===== config.mk =====
export PLATFORM = sky130hd
export DESIGN_NAME = mem_bus_sequencer
export DESIGN_NICKNAME = d
export VERILOG_FILES = /design/src/rtl/mem_bus_pkg.sv /design/src/rtl/bus_arb2.sv /design/src/rtl/mem_bus_sequencer.sv
export SDC_FILE = /design/constraint.sdc
export NUM_CORES = 1
export LEC_CHECK = 0
export BUFFER_PORTS_ARGS = -buffer_cell sky130_fd_sc_hd__buf_4
export CORE_UTILIZATION = 50
export DETAILED_ROUTE_END_ITERATION = 16
export PLACE_DENSITY = 0.79
export SLEW_MARGIN = 20
export SYNTH_ARGS = -nofsm -noshare
export SYNTH_HDL_FRONTEND = slang
export SYNTH_HIERARCHICAL = 1
export SYNTH_SLANG_ARGS = --single-unit
export TNS_END_PERCENT = 1

===== constraint.sdc =====
create_clock -name clock -period 1.9 [get_ports clock]
set_input_delay 0.38 -clock clock [delete_from_list [all_inputs] [get_ports clock]]
set_output_delay 0.38 -clock clock [all_outputs]
set_load 0.02 [all_outputs]

===== src/rtl/mem_bus_pkg.sv =====
// Shared types and helpers for the sysbus memory sequencer.
// RR_ARB_EN (when defined) selects round-robin arbitration in bus_arb2.
package mem_bus_pkg;

  typedef enum logic [1:0] {IDLE, ADDR, ACCESS, DONE} seq_state_t;

  localparam int PORT_CPU  = 0;
  localparam int PORT_HOST = 1;

  // ROM occupies addresses 0..rom_top-1; everything above is RAM.
  function automatic logic is_rom(input logic [31:0] addr, input int unsigned rom_top);
    return addr < rom_top;
  endfunction

endpackage


===== src/rtl/bus_arb2.sv =====
// Two-port bus arbiter: fixed CPU priority by default, round-robin when RR_ARB_EN is defined.
module bus_arb2
  import mem_bus_pkg::*;
(
`ifdef RR_ARB_EN
  input  logic       clock,
  input  logic       reset,
  input  logic       complete,
  input  logic       owner,
`endif
  input  logic [1:0] req,
  output logic [1:0] pick
);

`ifdef RR_ARB_EN
  logic ptr;

  // After a grant finishes, the other port becomes preferred.
  always_ff @(posedge clock) begin
    if (reset) ptr <= 1'b0;
    else if (complete) ptr <= ~owner;
  end

  always_comb begin
    // NOTE: default first so every path assigns pick and no latch is inferred.
    pick = 2'b00;
    if (req[ptr]) pick = ptr ? 2'b10 : 2'b01;
    else if (|req) pick = ptr ? 2'b01 : 2'b10;
  end
`else
  always_comb begin
    pick = 2'b00;
    if (req[PORT_CPU]) pick[PORT_CPU] = 1'b1;
    else if (req[PORT_HOST]) pick[PORT_HOST] = 1'b1;
  end
`endif

endmodule


===== src/rtl/mem_bus_sequencer.sv =====
// Sequences sysbus memory accesses (ROM low, RAM high) for the CPU and host ports.
// Arbitration is fixed priority unless RR_ARB_EN is defined.
module mem_bus_sequencer
  import mem_bus_pkg::*;
#(
  parameter int WORD_W      = 8,
  parameter int ADDR_W      = 5,
  parameter int ROM_TOP     = 20,
  parameter int WAIT_CYCLES = 0
) (
  input  logic              clock,
  input  logic              reset,
  input  logic [1:0]        req,
  input  logic [1:0]        we,
  input  logic [ADDR_W-1:0] addr0,
  input  logic [ADDR_W-1:0] addr1,
  input  logic [WORD_W-1:0] wdata0,
  input  logic [WORD_W-1:0] wdata1,
  output logic [1:0]        gnt,
  output logic [1:0]        done,
  output logic              err,
  output logic [WORD_W-1:0] rdata,
  input  logic [WORD_W-1:0] sysbus_in,
  output logic [WORD_W-1:0] sysbus_out,
  output logic              sysbus_oe,
  output logic              load_MAR,
  output logic              MDR_bus,
  output logic              load_MDR,
  output logic              CS_rom,
  output logic              CS_ram,
  output logic              R_NW
);

  localparam logic [2:0] LAST = 3'(WAIT_CYCLES);

  seq_state_t        state;
  logic [1:0]        pick;
  logic              win;
  logic              we_q;
  logic              rom_q;
  logic [WORD_W-1:0] wdata_q;
  logic [2:0]        cnt;
  logic [ADDR_W-1:0] sel_addr;
  logic              sel_rom;

  bus_arb2 u_arb (
`ifdef RR_ARB_EN
    .clock    (clock),
    .reset    (reset),
    .complete (state == DONE),
    .owner    (gnt[PORT_HOST]),
`endif
    .req      (req),
    .pick     (pick)
  );

  assign win      = pick[PORT_HOST];
  assign sel_addr = win ? addr1 : addr0;
  assign sel_rom  = is_rom(32'(sel_addr), ROM_TOP);

  // Outputs are registered: each transition loads the strobes for the state being entered.
  always_ff @(posedge clock) begin
    // NOTE: sequential state uses non-blocking assignments so every flop samples pre-edge values.
    if (reset) begin
      state      <= IDLE;
      gnt        <= 2'b00;
      done       <= 2'b00;
      err        <= 1'b0;
      sysbus_oe  <= 1'b0;
      sysbus_out <= '0;
      load_MAR   <= 1'b0;
      MDR_bus    <= 1'b0;
      load_MDR   <= 1'b0;
      CS_rom     <= 1'b0;
      CS_ram     <= 1'b0;
      R_NW       <= 1'b1;
      rdata      <= '0;
      we_q       <= 1'b0;
      rom_q      <= 1'b0;
      wdata_q    <= '0;
      cnt        <= 3'd0;
    end else begin
      done     <= 2'b00;
      err      <= 1'b0;
      load_MAR <= 1'b0;
      load_MDR <= 1'b0;
      case (state)
        IDLE: begin
          if (|req) begin
            gnt        <= pick;
            we_q       <= we[win];
            rom_q      <= sel_rom;
            wdata_q    <= win ? wdata1 : wdata0;
            sysbus_oe  <= 1'b1;
            sysbus_out <= WORD_W'(sel_addr);
            load_MAR   <= 1'b1;
            CS_rom     <= sel_rom;
            CS_ram     <= ~sel_rom;
            state      <= ADDR;
          end
        end
        ADDR: begin
          if (we_q && rom_q) begin
            // Rejected ROM write: no data phase, straight to completion.
            sysbus_oe <= 1'b0;
            CS_rom    <= 1'b0;
            CS_ram    <= 1'b0;
            done      <= gnt;
            err       <= 1'b1;
            state     <= DONE;
          end else begin
            cnt <= 3'd0;
            if (we_q) begin
              sysbus_oe  <= 1'b1;
              sysbus_out <= wdata_q;
              R_NW       <= 1'b0;
              load_MDR   <= (LAST == 3'd0);
            end else begin
              sysbus_oe <= 1'b0;
              MDR_bus   <= 1'b1;
              R_NW      <= 1'b1;
            end
            state <= ACCESS;
          end
        end
        ACCESS: begin
          if (cnt == LAST) begin
            if (!we_q) rdata <= sysbus_in;
            sysbus_oe <= 1'b0;
            MDR_bus   <= 1'b0;
            R_NW      <= 1'b1;
            CS_rom    <= 1'b0;
            CS_ram    <= 1'b0;
            done      <= gnt;
            state     <= DONE;
          end else begin
            cnt      <= cnt + 3'd1;
            load_MDR <= we_q && ((cnt + 3'd1) == LAST);
          end
        end
        DONE: begin
          gnt   <= 2'b00;
          state <= IDLE;
        end
      endcase
    end
  end

endmodule

==> results.json, run 1 <==
{
  "hold_path_class": "in -> reg",
  "synth_top_family_by_area": "simple AND/OR/NAND/NOR gates",
  "grt_pass1_vias": 1668,
  "timing.final.crit_period_ns": 1.73,
  "finalWorstSetupSlack_ns": 0.167,
  "path_max_fanout": 8,
  "final_common_cell": "buf_4",
  "worst_setup_path_start_kind": "flop",
  "synth-adder-area-share_pct": 4.29,
  "routed_via_density": 5.21,
  "drive_gt1_share_pct": 30.6,
  "timing.final.crit_share_pct": 91.2,
  "path_clk_slew_ns": 0.08,
  "vias": 1767,
  "worst_setup_path_end_kind": "flop",
  "ys_ff_latch": 43,
  "antenna_left": 0,
  "yosysTopAreaCell": "dfxtp_1",
  "final_util_pct": 71.2,
  "final.fill_count": 323,
  "cp_cell_sequence": "inv_1, ha_1, nand2b_1, a21oi_4, mux2i_1, nor2_1",
  "place.gp.congestion": 0.832,
  "fp.dieH_um": 65.9,
  "drcViolationCount": 0,
  "core_area_mm2": 0.00380,
  "cap_violations": 0,
  "initial_core_util_pct": 53.7,
  "cts_buffers": 5,
  "p_leak_nw": 1.21,
  "wl_per_cell_um": 12.7,
  "hold_viol": 0,
  "grt_usage_pct": 21.2,
  "worstPathRequired_ns": 2.07,
  "antenna_found_initial": 0,
  "area_growth_pct": 32.7,
  "grt_pass1_wl_um": 7090,
  "row_count": 22,
  "run_status": "completed",
  "root_buffer": "clkbuf_8",
  "dp.cells": 332,
  "fmax_ghz": 0.577,
  "antenna_cells": 0,
  "post-cts-setup-buffers": 0,
  "most-common-layout-cells": "buf_4 (75), dfxtp_1 (43), nor2_1 (38), mux2i_1 (31), o21ai_0 (13)",
  "syn_area_mm2": 0.00204,
  "arrival_ns": 1.90,
  "ioPinCount": 68,
  "yosys_warnings": 6,
  "cts_num_sinks": 43,
  "cts_buffer_depth": 2,
  "yosys.area_share.simple_pct": 18.9,
  "synth_seq_area_share_pct": 42.2,
  "grt_max_degree": 25,
  "routed_wl_um": 4310,
  "synth_cell_types": 38,
  "slowest_stage": "dfxtp_1",
  "worstSetupPathType": "reg -> reg",
  "total_power_mw": 3.70,
  "synth_xor_area_share_pct": 0,
  "dp_slack_ns": 0.0889,
  "synth_top_area_share_pct": 42.2,
  "drtPass1Iterations": 4,
  "nets": 338,
  "clock_latency_ns": 0.28,
  "cpPeakStageDelay_ns": 0.40,
  "synth_compound_area_share_pct": 14.8,
  "ir_worst_vdd_mv": 0.604,
  "syn-num-nets": 269,
  "port_buffers": 67,
  "tightest_slew_ns": 0.385,
  "die_w_um": 65.9,
  "cts.htree.levels": 2,
  "tritoncts": "yes",
  "maxSlewHeadroom_pct": 74.0,
  "post_cts_resized": 0,
  "hpwl_um": 3280,
  "stdcell_count": 339,
  "setup_tns_ns": 0,
  "synthesis.instances": 222,
  "synthTopCellsByArea": "dfxtp_1 (42%), mux2i_1 (15%), nor2_1 (7.0%)",
  "die_area_mm2": 0.00434,
  "finalSetupViolCount": 0,
  "grt_overflow_total": 0,
  "finClkSkew_ns": 0.00683,
  "drt_iter0_drc": 95,
  "hold_buffers": 0,
  "slew_violations": 0,
  "power_density_mw_per_mm2": 1370,
  "grt_setup_unrepaired": "no",
  "synth.area.mux_share_pct": 15.8,
  "syn_area_per_cell_um2": 9.19
}
## path summary, 6_finish.rpt
path,start,to,slack (ns),depth (start not counted)
max,state[1],sysbus_out[5],0.17,6
min,sysbus_in[1],rdata[1],0.34,3
max reg2reg,state[1],sysbus_out[5],0.17,6
min reg2reg,wdata_q[7],wdata_q[7],0.50,2
## where the power goes
part	internal [mW]	switching, mW	leakage (nW)
logic	0.832	0.992	0.808
registers	1.15	0.161	0.352
clock network	0.285	0.279	0.0470
total	2.27	1.43	1.21
## registers in the layout, summed over array words and instances (netlist names)
name,count
rdata,8
sysbus_out,8
wdata_q,8
cnt,3
done,2
gnt,2
state,2
CS_ram,1
CS_rom,1
MDR_bus,1
R_NW,1
err,1
load_MAR,1
load_MDR,1
rom_q,1
sysbus_oe,1
we_q,1
## final cells by class
cell class | instances | area (µm²) | area share (%)
clock buffers | 6 | 82.6 | 3.05
multi-input cells | 161 | 1120 | 41.2
well taps | 48 | 60.1 | 2.22
repair buffers | 75 | 563 | 20.8
clock inverters | 1 | 5.00 | 0.185
flip-flops and latches | 43 | 861 | 31.8
inverters | 5 | 18.8 | 0.693
## synth_stat cells
library cell and instances:
nand2b_1 5, nor2b_4 1, nor2_1 38, buf_2 5, nand4b_1 1, or3_1 1
clkbuf_1 6, a211o_1 1, a21oi_4 1, a2111oi_2 1, o21a_1 1, a21boi_0 1
a22oi_1 2, nand2_1 10, a211oi_1 10, a2bb2oi_1 1, a21o_1 1, dfxtp_1 43
inv_1 5, nor3_1 2, o31ai_1 1, o21ai_0 13, nor3b_2 1, nand2b_4 1
nand3_1 2, a21oi_1 11, ha_1 7, nor4b_1 1, o22ai_1 1, and3_1 2
mux2i_1 31, and2_1 5, nor2_4 1, nor2b_1 2, o21bai_1 1, mux2_2 1
buf_4 2, nand3b_1 3
## critical path: cells and delay by family (launching register included)
family / cells / cell delay, ns
flops: 1 / 0.40
compound gates: 1 / 0.38
fa+ha+maj: 1 / 0.26
simple gates: 2 / 0.26
mux: 1 / 0.24
buf+inv: 1 / 0.08
## logic make-up (layout without fill, tap and decap cells)
family / count (synthesis) / count (layout)
AOI/OAI and AO/OA: 46 / 46
adders and majority gates: 7 / 7
buffers and inverters: 18 / 87
DFF: 43 / 43
muxes: 32 / 32
and+or+nand+nor: 76 / 76
## per-stage QoR
stage / hold slack, ns / cell area [µm²]
after detailed placement: 0.488 / 2600
after global routing: 0.331 / 2710
after floorplan: 0.469 / 2040
after global placement: 0.473 / 2600
final: 0.336 / 2710
after CTS: 0.337 / 2690
## routing by layer
| layer | routed length, µm | part of all wire [%] | track usage (%) |
|---|---|---|---|
| met1 | 1840 | 43 | 25.1 |
| met2 | 2150 | 50 | 36.0 |
| met3 | 282 | 6.5 | 6.55 |
| met4 | 35 | 0.81 | 7.07 |
| met5 | 0 | 0 | 0 |
Note: power is estimated with default switching activity, not from simulation.
==> run 2, diff against run 1 <==
--- a/config.mk
+++ b/config.mk
@@ -9,6 +9,7 @@
 export CORE_UTILIZATION = 50
 export DETAILED_ROUTE_END_ITERATION = 16
 export PLACE_DENSITY = 0.79
+export REMOVE_ABC_BUFFERS = 1
 export SLEW_MARGIN = 20
 export SYNTH_ARGS = -nofsm -noshare
 export SYNTH_HDL_FRONTEND = slang
==> run 2 against run 1 <==
Compared with the run above: die area did not move; register-to-register slack got worse by 0.06 ns; design area rose by 0.92%; non-clock buffer count fell by 1; wire length fell by 1.3%; clock skew fell by 0.0018 ns; setup slack got worse by 0.061 ns; combinational power barely moved; critical path depth did not move; sequential share of layout area fell by 0.29 points; clock power rose by 31%; worst hold slack got worse by 0.017 ns; critical endpoint is now state[0]; highest routed layer unchanged.
==> results.json, run 2 (synthesis gave the netlist of run 1 again) <==
{
  "run_status": "completed",
  "most-common-layout-cells": "buf_4 (74), dfxtp_1 (43), nor2_1 (38), mux2i_1 (31), o21ai_0 (13)",
  "finalSetupViolCount": 0,
  "timing.final.crit_share_pct": 94.4,
  "hpwl_um": 3140,
  "stdcell_count": 339,
  "nets": 337,
  "path_clk_slew_ns": 0.08,
  "hold_path_class": "in -> reg",
  "timing.final.crit_period_ns": 1.79,
  "vias": 1763,
  "finClkSkew_ns": 0.00499,
  "area_growth_pct": 33.9,
  "slew_violations": 0,
  "dp.cells": 331,
  "power_density_mw_per_mm2": 1420,
  "grt_max_degree": 34,
  "cpPeakStageDelay_ns": 0.42,
  "hold_buffers": 0,
  "die_area_mm2": 0.00434,
  "grt_usage_pct": 20.8,
  "placed_area_mm2": 0.00259,
  "antenna_left": 0,
  "core_area_mm2": 0.00380,
  "drive_gt1_share_pct": 30.9,
  "slowest_stage": "dfxtp_1",
  "clock_latency_ns": 0.29,
  "cap_violations": 0,
  "final.fill_count": 324,
  "grt_pass1_wl_um": 7000,
  "maxSlewHeadroom_pct": 74.0,
  "worstPathRequired_ns": 2.13,
  "ioPinCount": 68,
  "die_w_um": 65.9,
  "cts_buffer_depth": 2,
  "worst_setup_path_start_kind": "flop",
  "fmax_ghz": 0.558,
  "routed_via_density": 5.20,
  "reg_top3": "rdata x8, sysbus_out x8, wdata_q x8",
  "drcViolationCount": 0,
  "worst-path-buf-inv": 1,
  "final_area_mm2": 0.00273,
  "total_power_mw": 3.87,
  "root_buffer": "clkbuf_8",
  "hold_viol": 0,
  "antenna_found_initial": 0,
  "port_buffers": 67,
  "grt_setup_unrepaired": "no",
  "path_max_fanout": 7,
  "hold_ws_ns": 0.319,
  "post_cts_resized": 0,
  "row_count": 22,
  "cts_num_sinks": 43,
  "tritoncts": "yes",
  "cts_buffers": 5,
  "p_leak_nw": 1.21,
  "antenna_cells": 0,
  "tightest_slew_ns": 0.386,
  "grt_pass1_vias": 1624,
  "cp_cell_sequence": "inv_1, ha_1, nor3b_4, a21o_1, or3_1, a21oi_1",
  "wl_per_cell_um": 12.5,
  "grt_overflow_total": 0,
  "cp_top_family": "simple AND/OR/NAND/NOR gates",
  "drtPass1Iterations": 4,
  "initial_core_util_pct": 53.7,
  "worstSetupPathType": "reg -> reg",
  "arrival_ns": 2.02,
  "fp.dieH_um": 65.9,
  "cts.htree.levels": 2,
  "post-cts-setup-buffers": 0,
  "routed_wl_um": 4250,
  "drt_iter0_drc": 80,
  "final_common_cell": "buf_4",
  "ir_worst_vdd_mv": 0.815,
  "setup_tns_ns": 0,
  "place.gp.congestion": 0.786,
  "worst_setup_path_end_kind": "flop"
}
run 2: area by class of cell:
type                    count  area, µm²  area share, %
clock buffers               6       82.6           3.02
repair buffers             74        556           20.3
inverters                   5       18.8          0.687
flip-flops and latches     43        861           31.5
clock inverters             2       35.0           1.28
well taps                  48       60.1           2.20
multi-input cells         161       1120           41.0
run 2: worst register-to-register path, stage by stage, from the launching register on:
cell and delay, ns:
dfxtp_1 0.42, inv_1 0.10, ha_1 0.28, nor3b_4 0.22, a21o_1 0.22, or3_1 0.37
a21oi_1 0.13
run 2: through the flow:
step | setup WS [ns] | util [%]
after global placement | 0.160 | 68.2
after CTS | 0.0674 | 71.3
after global routing | 0.00574 | 71.9
after floorplan | 0.179 | -
final | 0.107 | 71.9
after detailed placement | 0.118 | 68.2
run 2: where the power goes:
part | switching (mW) | leakage (nW) | total [mW] | internal, mW
sequential | 0.176 | 0.352 | 1.33 | 1.15
clock | 0.312 | 0.0612 | 0.737 | 0.425
combinational | 0.976 | 0.802 | 1.81 | 0.829
total | 1.46 | 1.21 | 3.87 | 2.40
run 2: metal layers:
| layer | GRT usage, % | routed length, µm |
|---|---|---|
| met2 | 33.8 | 2000 |
| met4 | 8.42 | 95 |
| met1 | 26.5 | 2020 |
| met3 | 4.31 | 134 |
| met5 | 0 | 0 |
run 2: worst paths after layout:
path         slack (ns)    startpoint  depth (start not counted)       end
max                0.11      state[1]                          6  state[0]
min reg2reg        0.47        CS_ram                          2    CS_ram
min                0.32  sysbus_in[5]                          3  rdata[5]
max reg2reg        0.11      state[1]                          6  state[0]
==> run 3, diff against run 2 <==
--- a/config.mk
+++ b/config.mk
@@ -6,9 +6,8 @@
 export NUM_CORES = 1
 export LEC_CHECK = 0
 export BUFFER_PORTS_ARGS = -buffer_cell sky130_fd_sc_hd__buf_4
-export CORE_UTILIZATION = 50
+export CORE_UTILIZATION = 28
 export DETAILED_ROUTE_END_ITERATION = 16
-export PLACE_DENSITY = 0.79
 export REMOVE_ABC_BUFFERS = 1
 export SLEW_MARGIN = 20
 export SYNTH_ARGS = -nofsm -noshare
==> run 3 against run 2 <==
Compared with the run above: sequential share of layout area shrank 0.33 points; worst hold slack gained 0.0015 ns; sequential power is essentially flat; setup slack gained 0.034 ns; non-clock buffer count grew 1; power shrank 4.6%; utilization shrank 32 points; global-route usage shrank 8.7 points; critical path depth is the same; clock power shrank 24%; final cell count grew 14%; clock skew grew 0.0024 ns; largest cell class unchanged; largest power group unchanged.
==> results.json, run 3 (synthesis gave the netlist of run 1 again) <==
{
  "ir_worst_vdd_mv": 0.505,
  "worstPathRequired_ns": 2.12,
  "nets": 338,
  "antenna_left": 0,
  "fmax_ghz": 0.568,
  "drcViolationCount": 0,
  "path_clk_slew_ns": 0.07,
  "routed_wl_um": 4440,
  "drive_gt1_share_pct": 30.1,
  "clock_latency_ns": 0.30,
  "maxSlewHeadroom_pct": 73.7,
  "port_buffers": 67,
  "timing.final.crit_share_pct": 92.6,
  "final.fill_count": 728,
  "worstSetupPathType": "reg -> reg",
  "wl_per_cell_um": 11.5,
  "cts_buffers": 5,
  "tightest_slew_ns": 0.394,
  "ioPinCount": 68,
  "drtPass1Iterations": 4,
  "drt_iter0_drc": 68,
  "finalSetupViolCount": 0,
  "initial_core_util_pct": 29.5,
  "run_status": "completed",
  "cts.htree.levels": 2,
  "final_common_cell": "buf_4",
  "hpwl_um": 3380,
  "grt_pass1_wl_um": 7060,
  "reg_top3": "rdata x8, sysbus_out x8, wdata_q x8",
  "power_density_mw_per_mm2": 1340,
  "antenna_found_initial": 0,
  "grt_pass1_vias": 1572,
  "grt_max_degree": 28,
  "root_buffer": "clkbuf_8",
  "arrival_ns": 1.98,
  "path_max_fanout": 7,
  "routed_via_density": 4.39,
  "timing.final.crit_period_ns": 1.76,
  "vias": 1703,
  "die_area_mm2": 0.00763,
  "hold_path_class": "in -> reg",
  "core_area_mm2": 0.00691,
  "p_leak_nw": 1.20,
  "antenna_cells": 0,
  "hold_viol": 0,
  "most-common-layout-cells": "buf_4 (75), dfxtp_1 (43), nor2_1 (38), mux2i_1 (31), o21ai_0 (13)",
  "multi_input_area_mm2": 0.00112,
  "cts_num_sinks": 43,
  "row_count": 30,
  "worst_setup_path_start_kind": "flop",
  "setup_tns_ns": 0,
  "grt_overflow_total": 0,
  "worst_setup_path_end_kind": "flop",
  "grt_usage_pct": 12.1,
  "slew_violations": 0,
  "fp.dieH_um": 87.3,
  "hold_buffers": 0,
  "die_w_um": 87.3,
  "regArea_um2": 861,
  "grt_setup_unrepaired": "no",
  "cap_violations": 0,
  "finClkSkew_ns": 0.00740,
  "total_power_mw": 3.69,
  "cts_buffer_depth": 2,
  "tritoncts": "yes",
  "place.gp.congestion": 0.798,
  "area_growth_pct": 35.3
}
## run 3: cell count changes in the layout (fill, tap and decap cells not counted)
cell,change
ha_2,-1
clkbuf_8,-1
buf_4,+1
bufinv_16,-1
ha_1,+1
clkbuf_1,+2
## run 3: worst max-delay path: stages, from the launching register on
cell and delay (ns):
dfxtp_1 0.40, inv_1 0.09, ha_1 0.29, nor3b_4 0.21, a21o_1 0.21, or3_1 0.36, a21oi_1 0.13
## run 3: layout make-up
type | instances | area share, %
well taps | 96 | 4.35
inverters | 5 | 0.680
clock inverters | 1 | 0.181
clock buffers | 7 | 2.77
flip-flops and latches | 43 | 31.2
repair buffers | 75 | 20.4
multi-input cells | 161 | 40.4
## run 3: path summary, 6_finish.rpt
check / start / to / slack (ns) / cells after the start
worst max-delay path: state[0] / state[0] / 0.14 / 6
worst min-delay path: sysbus_in[0] / rdata[0] / 0.32 / 3
worst max register to register: state[0] / state[0] / 0.14 / 6
worst min register to register: sysbus_oe / sysbus_oe / 0.48 / 2
## run 3: layer usage
metal / vias up / GRT usage [%] / wire [µm]
li1: 909 / - / -
met1: 741 / 15.6 / 2180
met2: 50 / 18.8 / 1930
met3: 3 / 4.74 / 292
met4: 0 / 2.98 / 32
met5: - / 0 / 0
## run 3: metrics by stage
step / std cells / hold WS, ns / area (µm²) / setup slack (ns) / util, %
after floorplan: 209 / 0.449 / 1980 / 0.179 / -
after global placement: 380 / 0.470 / 2660 / 0.238 / 38.5
after detailed placement: 380 / 0.479 / 2660 / 0.138 / 38.5
after CTS: 388 / 0.313 / 2740 / 0.122 / 39.7
after global routing: 388 / 0.325 / 2760 / 0.0121 / 40.0
final: 388 / 0.321 / 2760 / 0.140 / 40.0
## run 3: what timing repair did
item                                    CTS  global route
resized for setup                         0             2
buffers inserted                          0             0
endpoints found under the setup margin    0             2
## run 3: report_power, final
part           total [mW]  internal (mW)  switching, mW
logic                1.83          0.835          0.992
clock network       0.560          0.258          0.302
registers            1.30           1.15          0.154
